==> src/rtl/gb_bk_pkg.sv <==
// Shared backup-image definitions for the RTC record streamer: record layout,
// checksum seed, word indices, FSM states and word/checksum helpers.
package gb_bk_pkg;

  localparam int unsigned BK_ADDR_W = 17;
  localparam int unsigned BK_DATA_W = 16;
  localparam int unsigned BK_IDX_W  = 3;

  localparam int unsigned          BK_RTC_WORDS    = 5;
  localparam logic [BK_DATA_W-1:0] BK_RTC_CHK_SEED = 16'h5254;

  // Position of each word inside the RTC record.
  localparam logic [BK_IDX_W-1:0] BK_W_TS_LO = 3'd0;
  localparam logic [BK_IDX_W-1:0] BK_W_TS_HI = 3'd1;
  localparam logic [BK_IDX_W-1:0] BK_W_SV_LO = 3'd2;
  localparam logic [BK_IDX_W-1:0] BK_W_SV_HI = 3'd3;
  localparam logic [BK_IDX_W-1:0] BK_W_CHK   = 3'd4;

  typedef enum logic [1:0] {
    ST_IDLE = 2'd0,
    ST_SNAP = 2'd1,
    ST_SEND = 2'd2,
    ST_FIN  = 2'd3
  } bk_state_e;

  // Checksum over both halves of both snapshot words.
  function automatic logic [BK_DATA_W-1:0] bk_rtc_chk(
    input logic [BK_DATA_W-1:0] seed,
    input logic [31:0]          ts,
    input logic [31:0]          sv
  );
    return seed ^ ts[15:0] ^ ts[31:16] ^ sv[15:0] ^ sv[31:16];
  endfunction

  // Select record word by index.
  function automatic logic [BK_DATA_W-1:0] bk_rtc_word(
    input logic [BK_IDX_W-1:0]  idx,
    input logic [31:0]          ts,
    input logic [31:0]          sv,
    input logic [BK_DATA_W-1:0] chk
  );
    logic [BK_DATA_W-1:0] w;
    case (idx)
      BK_W_TS_LO: w = ts[15:0];
      BK_W_TS_HI: w = ts[31:16];
      BK_W_SV_LO: w = sv[15:0];
      BK_W_SV_HI: w = sv[31:16];
      BK_W_CHK:   w = chk;
      default:    w = '0;
    endcase
    return w;
  endfunction

endpackage

==> src/rtl/rtc_bk_streamer.sv <==
// Snapshots mapper RTC state on start and streams it as a 5-word record
// (ts_lo, ts_hi, sv_lo, sv_hi, chk) into the save image after cart RAM.
// Ports:
//   clk_sys, reset_n              clock, async active-low reset
//   start, abort                  record request / cancel
//   base_addr                     word address of the first record word
//   RTC_inuse                     record only emitted when the cart has an RTC
//   RTC_timestampOut/savedtimeOut RTC state to snapshot
//   bk_addr, bk_data, bk_valid    word offer, held while bk_ready is low
//   bk_ready                      consumer handshake
//   busy, done, skipped           record status
module rtc_bk_streamer
  import gb_bk_pkg::*;
#(
  parameter int unsigned          NWORDS   = BK_RTC_WORDS,
  parameter logic [BK_DATA_W-1:0] CHK_SEED = BK_RTC_CHK_SEED
) (
  input  logic                 clk_sys,
  input  logic                 reset_n,
  input  logic                 start,
  input  logic                 abort,
  input  logic [BK_ADDR_W-1:0] base_addr,
  input  logic                 RTC_inuse,
  input  logic [31:0]          RTC_timestampOut,
  input  logic [31:0]          RTC_savedtimeOut,
  output logic [BK_ADDR_W-1:0] bk_addr,
  output logic [BK_DATA_W-1:0] bk_data,
  output logic                 bk_valid,
  input  logic                 bk_ready,
  output logic                 busy,
  output logic                 done,
  output logic                 skipped
);

  localparam logic [BK_IDX_W-1:0] LAST_IDX = BK_IDX_W'(NWORDS - 1);

  bk_state_e            state_q, state_d;
  logic [BK_IDX_W-1:0]  idx_q, idx_d;
  logic [31:0]          ts_q, ts_d, sv_q, sv_d;
  logic [BK_ADDR_W-1:0] base_q, base_d;
  logic [BK_DATA_W-1:0] chk_q, chk_d;
  logic [BK_ADDR_W-1:0] addr_d;
  logic [BK_DATA_W-1:0] data_d;
  logic                 valid_d, busy_d, done_d, skipped_d;
  logic [BK_IDX_W-1:0]  idx_nxt;

  assign idx_nxt = idx_q + BK_IDX_W'(1);

  // State and all registered outputs.
  always_ff @(posedge clk_sys or negedge reset_n) begin
    if (!reset_n) begin
      state_q  <= ST_IDLE;
      idx_q    <= '0;
      ts_q     <= '0;
      sv_q     <= '0;
      base_q   <= '0;
      chk_q    <= '0;
      bk_addr  <= '0;
      bk_data  <= '0;
      bk_valid <= 1'b0;
      busy     <= 1'b0;
      done     <= 1'b0;
      skipped  <= 1'b0;
    end else begin
      state_q  <= state_d;
      idx_q    <= idx_d;
      ts_q     <= ts_d;
      sv_q     <= sv_d;
      base_q   <= base_d;
      chk_q    <= chk_d;
      bk_addr  <= addr_d;
      bk_data  <= data_d;
      bk_valid <= valid_d;
      busy     <= busy_d;
      done     <= done_d;
      skipped  <= skipped_d;
    end
  end

  // Next-state and next-output logic.
  always_comb begin
    state_d   = state_q;
    idx_d     = idx_q;
    ts_d      = ts_q;
    sv_d      = sv_q;
    base_d    = base_q;
    chk_d     = chk_q;
    addr_d    = bk_addr;
    data_d    = bk_data;
    valid_d   = bk_valid;
    busy_d    = busy;
    done_d    = 1'b0;
    skipped_d = skipped;

    case (state_q)
      ST_IDLE: begin
        // abort in the same cycle suppresses the request entirely
        if (start && !abort) begin
          if (RTC_inuse) begin
            ts_d      = RTC_timestampOut;
            sv_d      = RTC_savedtimeOut;
            base_d    = base_addr;
            idx_d     = '0;
            busy_d    = 1'b1;
            skipped_d = 1'b0;
            state_d   = ST_SNAP;
          end else begin
            skipped_d = 1'b1;
            done_d    = 1'b1;
          end
        end
      end

      ST_SNAP: begin
        if (abort) begin
          valid_d = 1'b0;
          busy_d  = 1'b0;
          state_d = ST_IDLE;
        end else begin
          chk_d   = bk_rtc_chk(CHK_SEED, ts_q, sv_q);
          addr_d  = base_q;
          data_d  = bk_rtc_word(BK_W_TS_LO, ts_q, sv_q, chk_q);
          valid_d = 1'b1;
          state_d = ST_SEND;
        end
      end

      ST_SEND: begin
        if (abort) begin
          valid_d = 1'b0;
          busy_d  = 1'b0;
          state_d = ST_IDLE;
        end else if (bk_valid && bk_ready) begin
          if (idx_q == LAST_IDX) begin
            valid_d = 1'b0;
            busy_d  = 1'b0;
            done_d  = 1'b1;
            state_d = ST_FIN;
          end else begin
            // next word back-to-back; address wraps modulo 2^17
            idx_d  = idx_nxt;
            addr_d = base_q + BK_ADDR_W'(idx_nxt);
            data_d = bk_rtc_word(idx_nxt, ts_q, sv_q, chk_q);
          end
        end
      end

      ST_FIN: begin
        state_d = ST_IDLE;
      end

      default: begin
        state_d = ST_IDLE;
      end
    endcase
  end

endmodule

==> config.mk <==
export PLATFORM = sky130hd
export DESIGN_NAME = rtc_bk_streamer
export DESIGN_NICKNAME = d
export VERILOG_FILES = /design/src/rtl/gb_bk_pkg.sv /design/src/rtl/rtc_bk_streamer.sv
export SDC_FILE = /design/constraint.sdc
export NUM_CORES = 1
export LEC_CHECK = 0
export ABC_AREA = 1
export CORE_ASPECT_RATIO = 0.7
export CORE_MARGIN = 8
export CORE_UTILIZATION = 50
export CTS_BUF_LIST = sky130_fd_sc_hd__clkbuf_16
export DETAILED_ROUTE_END_ITERATION = 8
export GPL_ROUTABILITY_DRIVEN = 1
export GPL_TIMING_DRIVEN = 0
export HOLD_SLACK_MARGIN = 0.08
export PLACE_DENSITY = 0.76
export SETUP_SLACK_MARGIN = 0.5
export SLEW_MARGIN = 25
export SYNTH_ARGS = -nofsm -noshare
export SYNTH_HDL_FRONTEND = slang
export SYNTH_SLANG_ARGS = --single-unit
==> constraint.sdc <==
create_clock -name clk_sys -period 5.6 [get_ports clk_sys]
set_clock_uncertainty 0.05 [all_clocks]
set_input_delay 0.84 -clock clk_sys [delete_from_list [all_inputs] [get_ports clk_sys]]
set_output_delay 0.84 -clock clk_sys [all_outputs]
set_load 0.02 [all_outputs]
======== Yosys cells after proc, flatten, opt, wreduce, memory -nomap -nowiden ========
Cells that the tools add are included.
Widths: inputs -> output; s select.
operators by class
  add/sub/neg operators ................... 2
  eq/ne operators ......................... 17
  mux-type cells .......................... 39
  bitwise logic cells ..................... 5
  reduce and logical (&&, ||, !) cells .... 16
operators with widths
  operator            number
  $pmux 16 s5         1
  $mux 17             4
  $mux 16             4
  $xor 16x16->16      3
  $pmux 17 s2         1
  $pmux 16 s2         1
  $add 17x3->17       1
  $mux 3              5
  $ne 2x2->1 const B  7
  $mux 1              12
  $mux 2              6
  $reduce_and 6->1    2
  $pmux 2 s4          1
  $eq 3x2->1 const B  2
  $eq 3x3->1 const B  2
  $ne 3x3->1 const B  2
  $not 6->6           1
  $pmux 3 s2          1
  $reduce_and 3->1    2
  $reduce_and 5->1    1
  $eq 2x2->1 const B  2
  $pmux 1 s2          2
  $reduce_and 2->1    2
  $reduce_and 4->1    1
  11 further kinds    13
word-level totals
  bits in registers ....................... 139
  input port bits ......................... 87
  word-level logic and storage cells ...... 91

======== Logic depth before layout (Yosys ltp) ========
Gate-level depths: netlist of run 1.
  depth after elaboration ................. 7
  gate-level depth with buffers ........... 15
  mapped depth without buffers ............ 14

======== Least setup slack after synthesis of run 1 ========
No wires, ideal clock.
  kind .................................... register -> register
  from .................................... register idx_q[0]
  to ...................................... register bk_addr[14]
  setup time .............................. 0.118 ns
  arrival time ............................ 2.158 ns
  slack ................................... 3.274 ns
  stages on the path, launching flop included .. 15
  buffers on the path ..................... 1
  period minus slack after synthesis ...... 2.326 ns
  cells stage by stage .................... dfrtp_1 -> ha_1 -> inv_1 -> nand2_2 -> nand2_2 -> buf_2 -> inv_1 -> ha_1 -> nand2_1 -> nand2_1 -> nand3_1 -> nor2_2 -> nand4_1 -> nand3_1 -> nand2_1
on the way
  longest elaborated chain between the ends .. 6
  elaborated cells on any way between the ends .. 9
  classes of those cells .................. add/sub (2); eq/ne (2); mux (4); reduce/logical (1)
ends and longest elaborated chain
  item                    line                    source
  from (decl)             rtc_bk_streamer.sv:38   logic [BK_IDX_W-1:0] idx_q, idx_d;
  from (signal assigned)  rtc_bk_streamer.sv:66   idx_q <= idx_d;
  $add 3x1->3             rtc_bk_streamer.sv:47   assign idx_nxt = idx_q + BK_IDX_W'(1);
  $add 17x3->17           rtc_bk_streamer.sv:142  addr_d = base_q + BK_ADDR_W'(idx_nxt);
  $mux 17                 rtc_bk_streamer.sv:134  if (idx_q == LAST_IDX) begin
  $mux 17                 rtc_bk_streamer.sv:133  end else if (bk_valid && bk_ready) begin
  $mux 17                 rtc_bk_streamer.sv:129  if (abort) begin
  $pmux 17 s2             rtc_bk_streamer.sv:95   case (state_q)
  to (signal assigned)    rtc_bk_streamer.sv:71   bk_addr <= addr_d;
  to (decl)               rtc_bk_streamer.sv:26   output logic [BK_ADDR_W-1:0] bk_addr,
Several ways; a longest one is shown, not always the timed one. The select of a mux whose other input is x is not followed.
A chain may end at the register's enable or synchronous reset.

======== Worst setup path in the final report of run 1 ========
  from .................................... register idx_q[0]
  to ...................................... register bk_addr[8]
The elaborated chain is that of the path after synthesis.

==> impl_metrics.toml, run 1 <==
[floorplanning]
rows = 36
pin_count = 124
dieArea_um2 = 18100
die_h_um = 115
fp.dieW_um = 157
coreArea_um2 = 13800
start_util_pct = 50.6

[logic_synthesis]
synth_edf_count = 0
synth_fp_nets = 977
ys.flop_type = "dfrtp_1"
syn_area_um2 = 6980
synth_compound_area_share_pct = 5.88
yosys-top-cells-area = "dfrtp_1 (50%), nand2_1 (19%), nand3_1 (6.0%), xor2_1 (3.6%), nand4_1 (3.3%)"
ys_async_sr_fraction_pct = 100
synthCells = 877
synthSimpleGateAreaFrac_pct = 31.3
ys_ff_latch = 139
ys_seq_area_share_pct = 49.8
synth_top_area_share_pct = 49.8
yosysWarnings = 0
synth_xor_area_share_pct = 4.89
synth.area.mux_share_pct = 0.161
yosysTopAreaCell = "dfrtp_1"
yosysMostFrequentCell = "nand2_1"
synth_top_family_by_area = "simple AND/OR/NAND/NOR gates"
synth.distinct_cells = 29
synthAdderAreaFrac_pct = 2.44
synth_common_cells = "nand2_1 (346), dfrtp_1 (139), nand3_1 (83)"
syn_area_per_cell_um2 = 7.96

[setup_path]
cp.arrival_ns = 3.20
end_kind = "flop"
crit_fanout = 10
required_ns = 5.84
setup.worst_path.class = "reg -> reg"
start_kind = "flop"
reg2reg_depth = 14

[routing]
drt_iter0_markers = 648
viasPerCell = 5.39
drc = 0
ant_nets = 0
vias = 6585
wl_um = 21000
dr.pass1.iters = 6
wl_per_cell_um = 17.2

[sta]
timing.final.crit_share_pct = 52.9
hold_viol_final = 0
tightest_slew_ns = 0.707
finalMaxSlewViolations = 0
max_freq_mhz = 338
rsz0062_at_grt = "no"
min_period_ns = 2.96
timing.slew.headroom_pct = 52.9
hold_slack_ns = 0.250
setup_viol = 0

[cts]
cts_buffer_depth = 2
clockRootBuffer = "clkbuf_16"
hold_buffers = 0
h-tree-depth = 4
cts_sinks = 139
clk_latency_ns = 0.42
cts_made_buffers = 17
postCtsSetupBuffers = 0
tritoncts = "built"
path_clk_slew_ns = 0.06
cts_resized = 0

[pwr]
cellPowerDensity_nw_per_um2 = 549
total_power_mw = 5.00
ir_worst_vdd_v = 0.000297
p_leak_nw = 4.40

[global_route]
grt_pass1_wl_um = 33100
grt_max_degree = 95
grt_usage_pct = 23.8
antenna_found_initial = 0
grt_pass1_vias = 6193
overflow = 0

[final_layout]
layout-drive-gt1-share_pct = 7.17
nNetsFinal = 1120
syn_to_final_growth_pct = 30.4
antennaDiodeCount = 0
fill_cells = 1180
multiInputGateArea_um2 = 3120
seqCellArea_um2 = 3480
design_area_um2 = 9100

[run_status]
status = "finished clean"

[placement]
port_buffers = 123
place_area_um2 = 8480
hpwl_um = 15100
gp_congestion = 0.910

[hold_path]
hold_class = "in -> async"

[run]
drv_cap = 0
-- per-stage QoR --
step	setup TNS (ns)	instances	worst slack (ns)	util, %
2_1_floorplan	0	877	3.27	-
3_3_place_gp	-256.53	1190	-1.86	61.3
3_5_place_dp	0	1191	2.66	61.5
4_1_cts	0	1222	2.73	66.0
5_1_grt	0	1222	2.49	66.0
6_report	0	1222	2.64	66.0
-- worst max-delay path, cell delays in order, from the launching register on --
cell	delay (ns)
dfrtp_1	0.45
ha_1	0.27
inv_1	0.08
nand2_2	0.13
nand2_2	0.13
buf_2	0.29
inv_1	0.10
ha_1	0.33
nand2_1	0.07
nand2_1	0.10
nand3_1	0.14
nor2_2	0.37
nor2_1	0.08
o21ai_0	0.16
nand2_1	0.08
-- state kept, by name, indices dropped and copies added, names as in the netlist --
register / flops
idx_q: 3
done: 1
bk_addr: 17
sv_q: 32
state_q: 2
skipped: 1
bk_data: 16
bk_valid: 1
ts_q: 32
base_q: 17
busy: 1
chk_q: 16
-- worst paths after layout --
kind,slack (ns),startpoint,endpoint
max,2.64,idx_q[0],bk_addr[8]
min in group clk_sys,0.43,bk_addr[10],bk_addr[10]
max in group asynchronous,4.46,reset_n,ts_q[27]
max reg2reg,2.64,idx_q[0],bk_addr[8]
min,0.25,reset_n,ts_q[6]
min reg2reg,0.43,bk_addr[10],bk_addr[10]
-- metal layers --
layer / track usage, % / part of all wire (%)
met5: 0 / 0
met4: 8.60 / 2.1
met3: 6.12 / 11
met2: 33.9 / 42
met1: 34.3 / 45
-- power breakdown --
group | leakage (nW) | switching, mW | internal, mW
clock network | 0.293 | 0.451 | 0.744
registers | 1.72 | 0.426 | 1.47
logic | 2.39 | 1.07 | 0.837
total | 4.40 | 1.95 | 3.05
-- area by class of cell --
class | instances | share of cell area (%)
inverters | 48 | 1.98
multi-input cells | 646 | 34.2
clock buffers | 17 | 4.67
well taps | 190 | 2.61
clock inverters | 14 | 2.14
repair buffers | 124 | 13.9
plain buffers | 44 | 2.24
flip-flops and latches | 139 | 38.2
-- layout by cell type, fill, tap and decap left out, types with 2 or more instances in the layout --
cell type and instances:
nand2_1 346, dfrtp_1 139, clkdlybuf4s50_1 122, nand3_1 83, inv_1 45, nand4_1 37
a21oi_1 34, nor2_1 30, xor2_1 29, o21ai_0 27, clkbuf_1 23, buf_2 19
clkbuf_16 17, ha_1 12, xnor2_1 10, or2_2 10, o21ai_1 8, nand2_2 4
nor3_1 4, bufinv_16 4, inv_2 3, a31oi_1 3, clkinv_4 3, clkinvlp_4 3
buf_6 2, inv_6 2
-- cells by family after synthesis --
kind of cell / Yosys count
muxes: 1
xor gates and xnor gates: 39
DFF: 139
adders and majority gates: 13
and+or+nand+nor: 516
buffers and inverters: 92
AOI/OAI and AO/OA: 77
Note: power is estimated with default switching activity, not from simulation.
==> inputs of run 2 (changes only) <==
==> constraint.sdc (replaced) <==
create_clock -name clk_sys -period 2.9 [get_ports clk_sys]
set_clock_uncertainty 0.05 [all_clocks]
set_input_delay 0.435 -clock clk_sys [delete_from_list [all_inputs] [get_ports clk_sys]]
set_output_delay 0.435 -clock clk_sys [all_outputs]
set_load 0.02 [all_outputs]
==> impl_metrics.toml, run 2 (same netlist as run 1, synthesis figures left out) <==
[run_status]
status = "finished clean"

[floorplanning]
pin_count = 124
fp.dieW_um = 157
die_h_um = 115
dieArea_um2 = 18100
rows = 36
start_util_pct = 50.6
coreArea_um2 = 13800

[sta]
timing.slew.headroom_pct = 54.4
rsz0062_at_grt = "yes"
max_freq_mhz = 433
setup_viol = 0
hold_viol_final = 0
finalMaxSlewViolations = 0
min_period_ns = 2.31
tightest_slew_ns = 0.684
timing.final.crit_share_pct = 79.6

[routing]
wl_per_cell_um = 17.4
drc = 0
drt_iter0_markers = 679
vias = 6713
viasPerCell = 5.45
dr.pass1.iters = 6
ant_nets = 0
wl_um = 21500

[setup_path]
crit_family = "simple AND/OR/NAND/NOR gates"
r2r_start = "idx_q[0]"
slowest_delay_ns = 0.43
end_kind = "flop"
reg2reg_depth = 14
crit_fanout = 5
r2r_setup_slack_ns = 0.59
required_ns = 3.15
critPathBufInv = 3
reg2reg_to = "bk_addr[15]"
cp_cell_sequence = "ha_2 > inv_1 > nand2_4 > nand2_4 > buf_8 > inv_1 > ha_1 > nand2_1 > nand3_2 > nand3_4 > nor2_2 > nand3_1 > nand3_1 > nand2_1"
start_kind = "flop"
critical-path-slowest-cell = "dfrtp_2"
setup.worst_path.class = "reg -> reg"
cp.arrival_ns = 2.56

[hold_path]
holdCritStartpoint = "bk_addr[15]"
hold_class = "reg -> reg"
holdPathEnd = "bk_addr[15]"
min_path_cells = 2

[cts]
h-tree-depth = 4
tritoncts = "built"
clockRootBuffer = "clkbuf_16"
clk_latency_ns = 0.43
cts_sinks = 139
cts_buffer_depth = 2
path_clk_slew_ns = 0.06
cts_made_buffers = 17

[global_route]
grt_pass1_vias = 6246
grt_pass1_wl_um = 33400
grt_usage_pct = 24.0
antenna_found_initial = 0
grt_max_degree = 95
overflow = 0

[placement]
port_buffers = 123
hpwl_um = 15100
place_area_um2 = 8480
dp_cells = 1191
gp_congestion = 0.910

[final_layout]
final_cells = 1231
layout-drive-gt1-share_pct = 9.22
reg_top3 = "sv_q x32, ts_q x32"
final_common_cell = "nand2_1"
design_area_um2 = 9270
final_cell_mix = "nand2_1 (345), dfrtp_1 (138), clkdlybuf4s50_1 (122), nand3_1 (80), inv_1 (44)"
syn_to_final_growth_pct = 32.8
antennaDiodeCount = 0
nNetsFinal = 1129

[pwr]
ir_worst_vdd_v = 0.000572
cellPowerDensity_nw_per_um2 = 1050
p_leak_nw = 4.45

[run]
drv_cap = 0
## run 2: worst max-delay path by stage
stage / slack (ns) / endpoint / depth (start not counted) / start
6_report: 0.59 / bk_addr[15] / 14 / idx_q[0]
3_3_place_gp: -4.15 / bk_addr[10] / 1 / reset_n
3_5_place_dp: 0.05 / bk_addr[14] / 14 / idx_q[0]
5_1_grt: 0.48 / bk_addr[15] / 14 / idx_q[0]
4_1_cts: 0.51 / bk_addr[14] / 14 / idx_q[0]
2_1_floorplan: 0.57 / bk_addr[14] / 14 / idx_q[0]
## run 2: report_power, final
| group | internal, mW | switching, mW | total (mW) |
|---|---|---|---|
| clock | 1.44 | 0.871 | 2.31 |
| sequential | 2.84 | 0.828 | 3.67 |
| combinational | 1.64 | 2.11 | 3.75 |
| total | 5.92 | 3.81 | 9.73 |
## run 2: final cells by class
cell class / count / area, um^2
plain buffers: 44 / 216
clock buffers: 17 / 425
clock inverters: 14 / 195
fillers: 1151 / 4510
inverters: 48 / 180
multi-input cells: 647 / 3210
flip-flops and latches: 139 / 3480
well taps: 190 / 238
repair buffers: 132 / 1330
## run 2: layer usage
metal / track usage [%] / routed length (um) / vias to the layer above
li1: - / - / 3133
met1: 34.8 / 9770 / 3153
met2: 34.5 / 9130 / 379
met3: 5.63 / 2070 / 48
met4: 8.47 / 486 / 0
met5: 0 / 0 / -
## run 2: timing repair
| action | 4_1_cts | 5_1_grt |
|---|---|---|
| setup buffers | 2 | 5 |
| setup endpoints to repair | 14 | 45 |
| hold buffers | 1 | 0 |
| hold endpoints to repair | 45 | 0 |
| pin swaps | 1 | 3 |
| cloned | 1 | 0 |
| gates resized for setup | 14 | 11 |
## run 2: worst min-delay path: cells and delay by family, from the launching register on
| family | cells | cell delay [ns] |
|---|---|---|
| DFF | 1 | 0.34 |
| and+or+nand+nor | 2 | 0.10 |
## run 2: metrics by stage
| step | worst slack [ns] | hold slack, ns | setup TNS [ns] | util (%) | power, mW |
|---|---|---|---|---|---|
| 6_report | 0.592 | 0.429 | 0 | 67.3 | 9.73 |
| 5_1_grt | 0.483 | 0.455 | 0 | 67.3 | 10.3 |
| 4_1_cts | 0.514 | 0.431 | 0 | 66.7 | 9.66 |
| 3_5_place_dp | 0.0528 | 0.305 | 0 | 61.5 | 7.28 |
| 3_3_place_gp | -4.15 | 0.413 | -575.53 | 61.3 | 7.17 |
| 2_1_floorplan | 0.574 | 0.0894 | 0 | - | 5.86 |
==> inputs of run 3 (changes only) <==
==> constraint.sdc (replaced) <==
create_clock -name clk_sys -period 2.4 [get_ports clk_sys]
set_clock_uncertainty 0.05 [all_clocks]
set_input_delay 0.36 -clock clk_sys [delete_from_list [all_inputs] [get_ports clk_sys]]
set_output_delay 0.36 -clock clk_sys [all_outputs]
set_load 0.02 [all_outputs]
==> impl_metrics.toml, run 3 (same netlist as run 1, synthesis figures left out) <==
[global_route]
antenna_found_initial = 0
grt_max_degree = 88
overflow = 0
grt_pass1_vias = 6537
grt_pass1_wl_um = 34000
grt_usage_pct = 24.1

[cts]
clk_latency_ns = 0.42
tritoncts = "built"
h-tree-depth = 4
cts_made_buffers = 17
cts_sinks = 139
clockRootBuffer = "clkbuf_16"
path_clk_slew_ns = 0.06
cts_buffer_depth = 2

[hold_path]
hold_class = "in -> async"

[sta]
timing.final.crit_share_pct = 90.7
min_period_ns = 2.18
finalMaxSlewViolations = 0
max_freq_mhz = 460
hold_viol_final = 0
setup_ws_ns = 0.224
rsz0062_at_grt = "yes"
tightest_slew_ns = 0.612
tns_ns = 0
setup_viol = 0
timing.slew.headroom_pct = 59.2

[run_status]
status = "finished clean"

[final_layout]
reg_top3 = "sv_q x32, ts_q x32"
multiInputGateArea_um2 = 3360
fill_cells = 1092
seqCellArea_um2 = 3480
final_common_cell = "nand2_1"
final_cell_mix = "nand2_1 (341), dfrtp_1 (136), clkdlybuf4s50_1 (122), nand3_1 (75)"
design_area_um2 = 9610
antennaDiodeCount = 0
syn_to_final_growth_pct = 37.8
final_cells = 1246
nNetsFinal = 1143
layout-drive-gt1-share_pct = 14.6
fin_util_pct = 69.8

[setup_path]
critical-path-slowest-cell = "dfrtp_2"
crit_fanout = 5
cp.arrival_ns = 2.44
crit_start = "idx_q[1]"
cp_cell_sequence = "ha_4 > inv_4 > nand2_4 > nand2_4 > buf_8 > inv_6 > ha_4 > nand3_2 > nand3_4 > nand3_4 > nor2_2 > nand2_1 > nand3_1 > nand2_1"
reg2reg_depth = 14
reg2reg_to = "bk_addr[9]"
setup.worst_path.class = "reg -> reg"
r2r_setup_slack_ns = 0.22
slowest_delay_ns = 0.46
required_ns = 2.66
start_kind = "flop"
r2r_start = "idx_q[1]"
end_kind = "flop"

[pwr]
clkPwrFrac_pct = 21.5
cellPowerDensity_nw_per_um2 = 1240
p_leak_nw = 4.58
p_comb_share_pct = 40.8
p_seq_share_pct = 37.6
p_sw_mw = 4.73
power.internal_mw = 7.16
ir_worst_vdd_v = 0.000575
sw_frac_of_total_pct = 39.8

[routing]
ant_nets = 0
wl_per_cell_um = 17.5
drc = 0
dr.pass1.iters = 8
wl_um = 21800
viasPerCell = 5.43
vias = 6766
drt_iter0_markers = 683

[floorplanning]
pin_count = 124
rows = 36
fp.dieW_um = 157
die_h_um = 115
coreArea_um2 = 13800
dieArea_um2 = 18100
start_util_pct = 50.6

[placement]
port_buffers = 123
pre_cts_slack_ns = -0.0257
hpwl_um = 15100
gp_congestion = 0.883
dp_cells = 1191
place_area_um2 = 8550

[run]
drv_cap = 0
run 3: cell count changes in the layout (fill, tap and decap cells not counted), sizes merged:
cell / previous run / this run
inv: 50 / 51
clkinvlp: 3 / 4
clkbuf: 40 / 38
buf: 30 / 46
clkinv: 5 / 6
bufinv: 4 / 2
run 3: timing repair:
action / 4_1_cts / 5_1_grt
setup buffers: 9 / 11
setup endpoints to repair: 115 / 125
pin swaps: 8 / 11
resized for setup: 64 / 42
hold endpoints to repair: 52 / 0
cloned: 1 / 1
hold buffers: 1 / 0
run 3: critical path, delay by kind of cell (launching register included):
| family | cells | cell delay [ns] |
|---|---|---|
| fa+ha+maj | 2 | 0.48 |
| flops | 1 | 0.46 |
| buf+inv | 3 | 0.20 |
| simple gates | 9 | 0.87 |
run 3: layout make-up:
class / instances / area share [%]
multi-input cells: 647 / 34.9
flip-flops and latches: 139 / 36.2
inverters: 48 / 2.03
repair buffers: 146 / 15.1
well taps: 190 / 2.47
clock inverters: 15 / 1.56
plain buffers: 44 / 3.23
clock buffers: 17 / 4.42
run 3: worst max path at each step:
stage                   to  slack, ns
2_1_floorplan  bk_addr[16]       0.36
3_3_place_gp      idx_q[0]      -5.00
3_5_place_dp    bk_addr[9]      -0.03
4_1_cts        bk_addr[16]       0.34
5_1_grt         bk_addr[9]       0.11
6_report        bk_addr[9]       0.22
run 3: metrics by stage:
stage | power [mW] | hold WS (ns)
floorplan | 7.12 | 0.0144
global placement | 8.70 | 0.414
detailed placement | 8.84 | 0.249
CTS | 11.6 | 0.409
global route | 12.7 | 0.420
finish | 11.9 | 0.375
run 3: per-layer routing:
| metal | track usage (%) | wire (um) | vias to the layer above |
|---|---|---|---|
| li1 | - | - | 3172 |
| met1 | 33.9 | 9930 | 3184 |
| met2 | 35.0 | 9270 | 355 |
| met3 | 6.61 | 2100 | 55 |
| met4 | 8.98 | 481 | 0 |
| met5 | 0 | 0 | - |
run 3: power by group through the flow:
stage,registers (mW),clock network (mW),logic [mW]
6_report,4.47,2.56,4.85
5_1_grt,4.60,2.68,5.38
4_1_cts,4.42,2.57,4.61
3_5_place_dp,4.43,0,4.41
3_3_place_gp,4.42,0,4.28
2_1_floorplan,4.51,0,2.61
